==> config.mk <==
export PLATFORM = sky130hd
export DESIGN_NAME = ab_seq_driver
export DESIGN_NICKNAME = d
export VERILOG_FILES = /design/src/rtl/ab_seq_pkg.sv /design/src/rtl/ab_seq_mem.sv /design/src/rtl/ab_seq_driver.sv
export SDC_FILE = /design/constraint.sdc
export NUM_CORES = 1
export LEC_CHECK = 0
export CAP_MARGIN = 0
export CORE_ASPECT_RATIO = 0.75
export CORE_UTILIZATION = 30
export DETAILED_ROUTE_END_ITERATION = 10
export PLACE_DENSITY_LB_ADDON = 0.12
export SLEW_MARGIN = 10
export SYNTH_ARGS = -nofsm -noshare
export SYNTH_HDL_FRONTEND = slang
export SYNTH_SLANG_ARGS = --single-unit
==> constraint.sdc <==
create_clock -name Clk -period 2.95 [get_ports Clk]
set_clock_uncertainty 0.2 [all_clocks]
set_input_delay 0.295 -clock Clk [delete_from_list [all_inputs] [get_ports Clk]]
set_output_delay 0.295 -clock Clk [all_outputs]
set_load 0.05 [all_outputs]
==> src/rtl/ab_seq_pkg.sv <==
// ---------------------------------------------------------------------------
// ab_seq_pkg -- shared definitions for the A/B sequence driver and any bench
// that drives or observes the two-input detector.
//   state_t : controller states IDLE, RUN, DRAIN, DONE
//   step_t  : stored step word {a, b, exp_y}, with a in bit 2
//   IDLE_A / IDLE_B : pattern held on a/b whenever no step is being replayed
// ---------------------------------------------------------------------------
package ab_seq_pkg;

    typedef enum logic [1:0] {
        ST_IDLE  = 2'd0,
        ST_RUN   = 2'd1,
        ST_DRAIN = 2'd2,
        ST_DONE  = 2'd3
    } state_t;

    // Bit positions of the fields inside a 3-bit step word.
    localparam int STEP_A_BIT = 2;
    localparam int STEP_B_BIT = 1;
    localparam int STEP_Y_BIT = 0;

    typedef struct packed {
        logic a;
        logic b;
        logic exp_y;
    } step_t;

    // Detector idle-hold pattern.
    localparam logic IDLE_A = 1'b0;
    localparam logic IDLE_B = 1'b1;

endpackage

==> src/rtl/ab_seq_mem.sv <==
// ---------------------------------------------------------------------------
// ab_seq_mem -- DEPTH x 3 step register file.
//   Clk   : clock
//   we    : write enable (already qualified by the controller)
//   waddr : write step index
//   wdata : step word written on posedge Clk when we=1
//   raddr : read step index
//   rdata : combinational read of the addressed step word
// ---------------------------------------------------------------------------
module ab_seq_mem
    import ab_seq_pkg::*;
#(
    parameter int DEPTH = 8,
    parameter int AW    = 3
) (
    input  logic          Clk,
    input  logic          we,
    input  logic [AW-1:0] waddr,
    input  step_t         wdata,
    input  logic [AW-1:0] raddr,
    output step_t         rdata
);

    step_t mem [DEPTH];

    // NOTE: storage has no reset on purpose; contents survive Rst so a
    // sequence loaded once can be replayed after an aborted run.
    always_ff @(posedge Clk) begin
        if (we) begin
            mem[waddr] <= wdata;
        end
    end

    assign rdata = mem[raddr];

endmodule

==> src/rtl/ab_seq_driver.sv <==
// ---------------------------------------------------------------------------
// ab_seq_driver -- replays a stored {a, b, exp_y} sequence into a registered
// two-input detector and checks the detector's y against exp_y.
//   Clk, Rst         : clock, synchronous active-low reset
//   wr_en/addr/data  : load one step word (accepted in IDLE or DONE only)
//   len, start       : start a replay of steps 0..len-1 (len legal 1..DEPTH)
//   a, b             : registered stimulus to the detector
//   y                : detector's registered response
//   busy, done       : run in progress / one-cycle end-of-run pulse
//   mismatch         : sticky failure flag for the current run
//   err_count        : saturating count of failed compares in the current run
//
// Timing: a step word read in RUN cycle k is registered onto a/b and its
// exp_y enters pipeline stage 0 at the same edge. The detector samples a/b
// one edge later while stage 0 moves to stage 1, and y is compared against
// stage 1 on the following edge. Two DRAIN cycles therefore retire the last
// step exactly.
// ---------------------------------------------------------------------------
module ab_seq_driver
    import ab_seq_pkg::*;
#(
    parameter int DEPTH = 8,
    parameter int AW    = 3
) (
    input  logic          Clk,
    input  logic          Rst,
    input  logic          wr_en,
    input  logic [AW-1:0] wr_addr,
    input  logic [2:0]    wr_data,
    input  logic [AW:0]   len,
    input  logic          start,
    output logic          a,
    output logic          b,
    input  logic          y,
    output logic          busy,
    output logic          done,
    output logic          mismatch,
    output logic [AW:0]   err_count
);

    localparam logic [AW:0] DEPTH_W = (AW+1)'(DEPTH);

    state_t        state, state_nxt;
    logic [AW-1:0] idx;
    logic [AW:0]   len_q;
    step_t         rd_step;
    logic          s0_vld, s0_exp;
    logic          s1_vld, s1_exp;
    logic          len_ok, start_ok, last_step, wr_ok;

    assign len_ok    = (len != '0) && (len <= DEPTH_W);
    assign start_ok  = start && len_ok && (state == ST_IDLE);
    assign last_step = ({1'b0, idx} == (len_q - 1'b1));
    // Writes are blocked while a run is replaying the memory.
    assign wr_ok     = wr_en && ((state == ST_IDLE) || (state == ST_DONE));

    ab_seq_mem #(
        .DEPTH (DEPTH),
        .AW    (AW)
    ) u_mem (
        .Clk   (Clk),
        .we    (wr_ok),
        .waddr (wr_addr),
        .wdata (step_t'(wr_data)),
        .raddr (idx),
        .rdata (rd_step)
    );

    // NOTE: every output of this block gets a default before the case so no
    // path leaves a signal unassigned, which would infer a latch.
    always_comb begin
        state_nxt = state;
        busy      = 1'b0;
        done      = 1'b0;
        unique case (state)
            ST_IDLE: begin
                if (start_ok) state_nxt = ST_RUN;
            end
            ST_RUN: begin
                busy = 1'b1;
                if (last_step) state_nxt = ST_DRAIN;
            end
            ST_DRAIN: begin
                busy = 1'b1;
                // Stage 0 empty means only the final compare remains.
                if (!s0_vld) state_nxt = ST_DONE;
            end
            ST_DONE: begin
                done      = 1'b1;
                state_nxt = ST_IDLE;
            end
            default: state_nxt = ST_IDLE;
        endcase
    end

    // NOTE: sequential state uses non-blocking assignments so every register
    // samples the pre-edge values regardless of statement order.
    always_ff @(posedge Clk) begin
        if (!Rst) begin
            state     <= ST_IDLE;
            idx       <= '0;
            len_q     <= '0;
            a         <= IDLE_A;
            b         <= IDLE_B;
            s0_vld    <= 1'b0;
            s0_exp    <= 1'b0;
            s1_vld    <= 1'b0;
            s1_exp    <= 1'b0;
            mismatch  <= 1'b0;
            err_count <= '0;
        end else begin
            state  <= state_nxt;
            s1_vld <= s0_vld;
            s1_exp <= s0_exp;
            s0_vld <= 1'b0;
            a      <= IDLE_A;
            b      <= IDLE_B;

            if (s1_vld && (y != s1_exp)) begin
                mismatch <= 1'b1;
                if (err_count != '1) err_count <= err_count + 1'b1;
            end

            unique case (state)
                ST_IDLE: begin
                    if (start_ok) begin
                        len_q     <= len;
                        idx       <= '0;
                        mismatch  <= 1'b0;
                        err_count <= '0;
                    end
                end
                ST_RUN: begin
                    a      <= rd_step.a;
                    b      <= rd_step.b;
                    s0_vld <= 1'b1;
                    s0_exp <= rd_step.exp_y;
                    idx    <= idx + 1'b1;
                end
                default: ;
            endcase
        end
    end

endmodule

Word-level counts from Yosys, hierarchy flattened
Memory sizes are Yosys's and may differ from the RTL's. A register that Yosys moved wholly into a read port is not among the register bits. Cells that the tools add are included.

Register bits after elaboration: 20. Memory bits (writable): 24. Input bits: 15. Output and inout bits: 9. Word-level logic and storage cells: 59. Memories: 1.

Add/subtract/negate cells: 3. Magnitude comparators: 1. Equal/unequal tests: 9. Multiplexer cells: 20. Reduce and logical (&&, ||, !) cells: 14.

Memory list: u_mem.mem (depth 8, bits a word 3, read ports 1, clocked after memory_dff 1, write ports 1, RTL line ab_seq_mem.sv:24) `step_t mem [DEPTH];`.

Operators by type and width (number): 4-bit 2-to-1 mux (4); 3-bit 2-to-1 mux (3); 1-bit 2-to-1 mux (8); 2-bit one-hot mux with 4 select lines (1); 2-bit 2-to-1 mux (3); 2-bit != test, second input constant (3); 3-bit one-hot mux with 2 select lines (1); 2-bit AND reduction (3); 1-bit logical AND (5); 4-bit by 1-bit adder with 4-bit output, second input constant (1); 2-bit == test, second input constant (2); 3-bit by 4-bit == test with 1-bit output (1); 4-bit <= comparator, second input constant (1); 4-bit != test, second input constant (1); 4-bit nonzero test (1); 4-bit by 1-bit subtractor with 4-bit output, second input constant (1); 3-bit by 1-bit adder with 3-bit output, second input constant (1); 3-bit AND reduction (1); 2-bit by 1-bit == test with 1-bit output, second input constant (1); 2-bit logical NOT (1); 2-bit nonzero test (1); 2-bit OR reduction (1); 1-bit logical OR (1); 1-bit != test (1).

Logic depth before layout (Yosys ltp)
Gate-level depths: netlist of run 1.

Word-level depth: 8. Mapped depth: 7. Depth with buffers taken out: 7.

Modules after synthesis
From an unflattened synthesis of run 1, not the netlist that was laid out.

Cell total of the unflattened synthesis: 150. Area, all modules: 1971.9 µm².

By module, submodules not included: ab_seq_driver (instances 1, cells each 103, area an instance 989.7 µm², sequential area each 400.4 µm²); ab_seq_mem (instances 1, cells each 47, area an instance 982.2 µm², sequential area each 720.7 µm²).

Worst setup path before layout of run 1
No wires, ideal clock.

Path type: reg-to-reg. From: register state[0]. To: memory u_mem.mem[6][0] in the netlist's numbering (enable). Setup time: 345 ps. Data arrival time: 1564 ps. Required time: 2405 ps. Path slack: 841 ps. Cell stages (with the launch flop): 5. Buffers on the path: 0. Period minus slack after synthesis: 2109 ps. Cell sequence: dfxtp_1 inv_1 ha_1 nand2b_1 nor3_1.

Longest elaborated chain between the ends: 5. Elaborated cells on any way between the ends: 6. Those cells by class: 1 x eq/ne; 2 x mux; 3 x reduce/logical.

RTL lines: from (decl) (RTL line ab_seq_driver.sv:43) `state_t state, state_nxt;`; from (signal assigned) (RTL line ab_seq_driver.sv:112) `state <= state_nxt;`; 2-bit == test or 2-bit logical NOT (tied branches) (RTL line ab_seq_driver.sv:55) `assign wr_ok = wr_en && ((state == ST_IDLE) || (state == ST_DONE));`; 1-bit logical OR * (RTL line ab_seq_driver.sv:55); 1-bit logical AND * (RTL line ab_seq_driver.sv:55); 1-bit 2-to-1 mux * (RTL line ab_seq_mem.sv:29) `if (we) begin`; 1-bit 2-to-1 mux (implied by the code) * (RTL line ab_seq_mem.sv:30) `mem[waddr] <= wdata;`; to (decl) (RTL line ab_seq_mem.sv:24).

Mark *: on every way between the ends. The rest lies on a longest branch, timed or not.

Worst setup path after layout of run 1
From: register state[0]. To: output busy.

Longest elaborated chain between the ends: 3. Elaborated cells on any way between the ends: 4. Those cells by class: 2 x eq/ne; 1 x mux; 1 x reduce/logical.

RTL lines: 2-bit by 1-bit == test with 1-bit output or 2-bit == test (tied branches) (RTL line ab_seq_driver.sv:75) `unique case (state)`; 2-bit OR reduction (no line) *; 1-bit 2-to-1 mux * (RTL line ab_seq_driver.sv:75); to (decl) (RTL line ab_seq_driver.sv:35) `output logic busy,`.

Marks and branches as above.

==> results of run 1 <==
==> placed cells by master, fill, tap and decap left out, types with 3 or more instances in the layout <==
cell type        Yosys  routed
dfxtp_1             23      23
xor2_1               4       4
mux4_2               6       6
nand2_1             10      10
clkdlybuf4s50_1      0      23
o21ai_0              3       3
inv_1                9       9
mux2i_1              9       9
ha_1                 8       8
clkbuf_8             0       5
a21oi_1              4       4
nor3_1               8       8
nor2b_1              6       6
edfxtp_1            24      24
nand3_1              4       4
nor2_1               7       7
==> layer usage <==
metal	vias to the layer above	global-route usage	wire [um]
met5	-	0	0
li1	611	-	-
met1	588	0.167	1850
met4	0	0.0490	55
met3	5	0.0281	189
met2	25	0.201	1730
==> stage by stage <==
| step | power [mW] | hold slack, ns | instance area, um2 | utilization |
|---|---|---|---|---|
| CTS | 1.75 | 0.285 | 2450 | 0.383 |
| finish | 1.73 | 0.275 | 2450 | 0.383 |
| floorplan | 1.14 | 0.194 | 2000 | - |
| global route | 1.83 | 0.303 | 2450 | 0.383 |
| global placement | 1.26 | 0.254 | 2330 | 0.366 |
| detailed placement | 1.28 | 0.262 | 2330 | 0.366 |
==> final cells by class <==
cell class / count / area (um2)
Multi-Input combinational cell: 92 / 781
Timing Repair Buffer: 24 / 238
Sequential cell: 47 / 1180
Clock inverter: 3 / 42.5
Fill cell: 634 / 3940
Tap cell: 81 / 101
Inverter: 9 / 33.8
Clock buffer: 5 / 68.8
==> worst min-delay path, stage by stage (launching register included) <==
cell and delay (ns):
dfxtp_1 0.34, nor2_1 0.05, nor2_1 0.06
==> flip-flops by register name (all words and copies together), names as in the netlist, named ones only <==
signal     count
b              1
mismatch       1
state          2
a              1
s1_vld         1
u_mem.mem     24
s0_exp         1
s0_vld         1
idx            3
len_q          4
err_count      4
s1_exp         1
==> power by group through the flow <==
stage               clock [mW]  combinational, mW  sequential, mW
global route             0.515              0.507           0.806
global placement             0              0.455           0.808
CTS                      0.483              0.467           0.798
finish                   0.475              0.462           0.796
floorplan                    0              0.338           0.806
detailed placement           0              0.464           0.813
==> logic make-up after synthesis <==
group                      Yosys count  synth area share
muxes                               15             0.112
buffers and inverters               11            0.0212
AOI/OAI and AO/OA                   15            0.0643
xor gates and xnor gates             5            0.0218
DFF                                 47             0.589
adders and majority gates            8            0.0499
and+or+nand+nor                     49             0.141
==> worst paths after layout <==
| check | from | slack [ns] | cells past startpoint | endpoint |
|---|---|---|---|---|
| max | state[0] | 0.42 | 3 | busy |
| min | mismatch | 0.28 | 2 | mismatch |
| max reg2reg | len_q[0] | 0.77 | 7 | state[1] |
| min reg2reg | mismatch | 0.28 | 2 | mismatch |
==> metrics.txt, run 1 <==
GPL Wtd Cong=0.703; hold violation count in the final report=0; TritonCTS buffer count=5; DIE AREA=7020 um2; yosys warns=0; # diodes=0; final setup TNS=0 ns; WL/cell=14.7 um; Crit-path slowest cell=clkdlybuf4s50_1; GR Util All Layers=0.126; part of the power in registers=0.460; Crit path required time=2.46 ns; IO Pins=24; Setup crit end kind=output pin; vias in the first global route=1317; Worst-path clk slew=0.09 ns; max cap viols=0; Yosys reg bits=47; crit path time final=2.53 ns; CTS tree=yes; Net Sw Frac=0.311; fraction of layout cells with a size suffix above 1=0.117; peak supply drop=0.000369 V; Die Height=72.8 um; worst-path cell chain=inv_1, ha_1, clkdlybuf4s50_1; largest net degree at the start of global routing=17; Longest Clk Path Bufs=2; CP max stage delay=0.84 ns; Inst Count DP=253; CTS sink cnt=47; synthesized cell area=2000 um2; internal power=1.19 mW; DR vias/cell=4.71; clk root buf=clkbuf_8; Power per Cell Area=708 nW/um2; port bufs=23; logic gate share of total power=0.267; Initial Utilization=0.314; Lkg Pwr=0.863 nW; outcome=complete, no violations; arrival time at the worst endpoint=2.03 ns; DRC Markers=0; Pre-antenna DRT Iters=4; core area=6380 um2; Layout Nets=202; cell taking the most area after synthesis=edfxtp_1; post-DP HPWL=2.93 mm; htree depth=2; Finished Layout Cells=261; Synth area leaders=edfxtp_1 36%, dfxtp_1 23%, mux4_2 6.7%, ha_1 5.0%, mux2i_1 4.5%; initial antenna violation count=0; async set-or-reset flop fraction in the synthesized netlist=0; dpl ws=0.672 ns; Worst Tran Pin Value=0.621 ns; Setup CP Type=flop to output pin; drt initial violations=58; Max Slew Vio Count=0; final setup fails=0; switching power=538 uW; via count=1229; final WL=3.83 mm; worst skew pair latency=0.30 ns; first-pass GRT wire length=6.42 mm; final worst slack=0.421 ns; Crit path max-delay family=buffers and inverters; predominant post-synthesis flop cell=edfxtp_1; Synth top cells by count=24 x edfxtp_1, 23 x dfxtp_1, 10 x nand2_1; post-synthesis cell count=150; post-synth cell types=37; Synth top area share=0.360; Die X=96.4 um; register area share after synthesis=0.589; critical path peak fanout=7; CTS Hold Bufs=0; EDFF count, synth=24; crit share post-route=0.857; synth-to-layout area growth=22.0%; Congestion Overflow GR=0; startpoint types=flop; Tightest Hold Check Type=flop to flop; sum of buffers and inverters on the critical path=2; # rows=25; Post-CTS Repair Setup Buffers=0; Max Freq=395 MHz; Mean Syn Cell Area=13.4 um2; clock power share=0.274; Slew headroom=0.583; Post-CTS Resized=0; syn nets=173; RSZ-0062 raised after global routing=false; most common cell in the synthesized netlist=edfxtp_1; ANT nets after route=0
(Power assumes the default switching activity.)
==> inputs of run 2 (changes only) <==
Settings changed: CTS_CLUSTER_SIZE from default to 12.
==> results of run 2 <==
No change in the layout: final DEF, timing and power equal those of run 1.
==> inputs of run 3 (changes only) <==
Settings changed: CTS_BUF_LIST from default to sky130_fd_sc_hd__clkbuf_16.
==> metrics.txt, run 3 (synthesis gave the netlist of run 1 again) <==
initial antenna violation count=0 (unchanged); Top reg by flops=u_mem.mem; top sig layer=met4; vias in the first global route=1304 (-0.99%); first-pass GRT wire length=6.45 mm (+0.44%); commonest non-fill, non-tap cells in the layout=24 x edfxtp_1, 23 x dfxtp_1, 23 x clkdlybuf4s50_1, 10 x nand2_1; hold slack=0.269 ns (-0.00662 ns); synth-to-layout area growth=24.8%; dpl ws=0.672 ns (unchanged); max FFs per register=24 (unchanged); most common cell after layout, fill and taps aside=edfxtp_1; Congestion Overflow GR=0 (unchanged); Layout Nets=202 (unchanged); RSZ-0062 raised after global routing=false; DR WL met3=126 um (-33%); drt initial violations=58 (unchanged); Setup CP Type=flop to output pin; hold violation count in the final report=0 (unchanged); startpoint types=flop; DIE AREA=7020 um2 (unchanged); largest net degree at the start of global routing=17 (unchanged); multi-input logic area=781 um2 (unchanged); WL/cell=14.9 um (+1.5%); port bufs=23 (unchanged); peak supply drop=0.000380 V (+3.0%); sum of buffers and inverters on the critical path=2 (unchanged); Setup crit end kind=output pin; CP max stage delay=0.84 ns (about the same); Initial Utilization=0.314 (unchanged); CTS sink cnt=47 (unchanged); Die X=96.4 um (unchanged); Lkg Pwr=0.889 nW (+3.0%); Layout fillers=626 (-1.3%); fraction of layout cells with a size suffix above 1=0.117 (unchanged); final setup TNS=0 ns (unchanged); ANT nets after route=0 (unchanged); CTS Hold Bufs=0 (unchanged); Worst Tran Pin Value=0.625 ns (+0.00462 ns); crit path time final=2.51 ns (-0.0234 ns); CTS tree=yes; register area=1180 um2 (unchanged); final WL=3.89 mm (+1.5%); outcome=complete, no violations; GPL Wtd Cong=0.703 (unchanged); worst skew pair latency=0.28 ns (-0.02 ns); Worst-path clk slew=0.06 ns (-0.03 ns); final setup fails=0 (unchanged); critical path peak fanout=7 (unchanged); Max Slew Vio Count=0 (unchanged); Top Registers=u_mem.mem (24), err_count (4), len_q (4); TritonCTS buffer count=5 (unchanged); Max Freq=399 MHz (+0.93%); Crit-path slowest cell=clkdlybuf4s50_1; Post-CTS Repair Setup Buffers=0 (unchanged); DR vias/cell=4.75 (+0.81%); Longest Clk Path Bufs=2 (unchanged); Crit path max-delay family=buffers and inverters; PnR Total Power=1.89 mW (+9.3%); Crit path required time=2.46 ns (about the same); Slew headroom=0.580 (-0.00311); Tightest Hold Check Type=flop to flop; core area=6380 um2 (unchanged); Post-CTS Resized=0 (unchanged); # rows=25 (unchanged); Power per Cell Area=757 nW/um2 (+6.8%); post-DP HPWL=2.93 mm (unchanged); worst-path cell chain=inv_1, ha_1, clkdlybuf4s50_1; final worst slack=0.444 ns (+0.0234 ns); crit share post-route=0.849 (-0.00793); DP Area=2330 um2 (unchanged); DRC Markers=0 (unchanged); arrival time at the worst endpoint=2.01 ns (-0.02 ns); met2 WL post-DR=1.77 mm (+2.5%); clk root buf=clkbuf_16; # diodes=0 (unchanged); max cap viols=0 (unchanged); htree depth=2 (unchanged); via count=1239 (+0.81%); GR Util All Layers=0.127 (+0.00134); Post-Layout Inst Area=2500 um2 (+2.3%); Die Height=72.8 um (unchanged); IO Pins=24 (unchanged); DRT met1 WL=1.94 mm (+4.6%); Pre-antenna DRT Iters=4 (unchanged)
[run 3: cell count changes in the layout (fill, tap and decap cells not counted)]
cell	change
clkbuf_16	+5
clkbuf_8	-5
[run 3: area by class of cell]
class / instances / area share
Clock buffer: 5 / 0.0500
Clock inverter: 3 / 0.0170
Timing Repair Buffer: 24 / 0.0950
Tap cell: 81 / 0.0405
Inverter: 9 / 0.0135
Multi-Input combinational cell: 92 / 0.312
Sequential cell: 47 / 0.472
[run 3: layer usage]
layer / vias to the layer above / global-route usage
li1: 612 / -
met1: 603 / 0.170
met2: 20 / 0.202
met3: 4 / 0.0313
met4: 0 / 0.0441
met5: - / 0
[run 3: through the flow]
step           std cells   util
5_1_grt              261  0.392
3_5_place_dp         253  0.366
4_1_cts              261  0.392
2_1_floorplan        150      -
6_report             261  0.392
3_3_place_gp         253  0.366
[run 3: final timing paths]
kind,startpoint,endpoint,slack [ns],depth (start not counted)
setup / recovery,state[0],busy,0.44,3
hold / removal,mismatch,mismatch,0.27,2
setup reg to reg,len_q[0],state[1],0.77,7
hold reg to reg,mismatch,mismatch,0.27,2
[run 3: tightest hold or removal path: stages (launching register included)]
cell     delay (ns)
dfxtp_1        0.33
nor2_1         0.05
nor2_1         0.06
[run 3: power by group]
| part | switching (mW) | internal (mW) | total [mW] | leakage, nW |
|---|---|---|---|---|
| Clock | 0.234 | 0.400 | 0.633 | 0.0818 |
| Combinational | 0.267 | 0.195 | 0.462 | 0.403 |
| Sequential | 0.0504 | 0.748 | 0.798 | 0.404 |
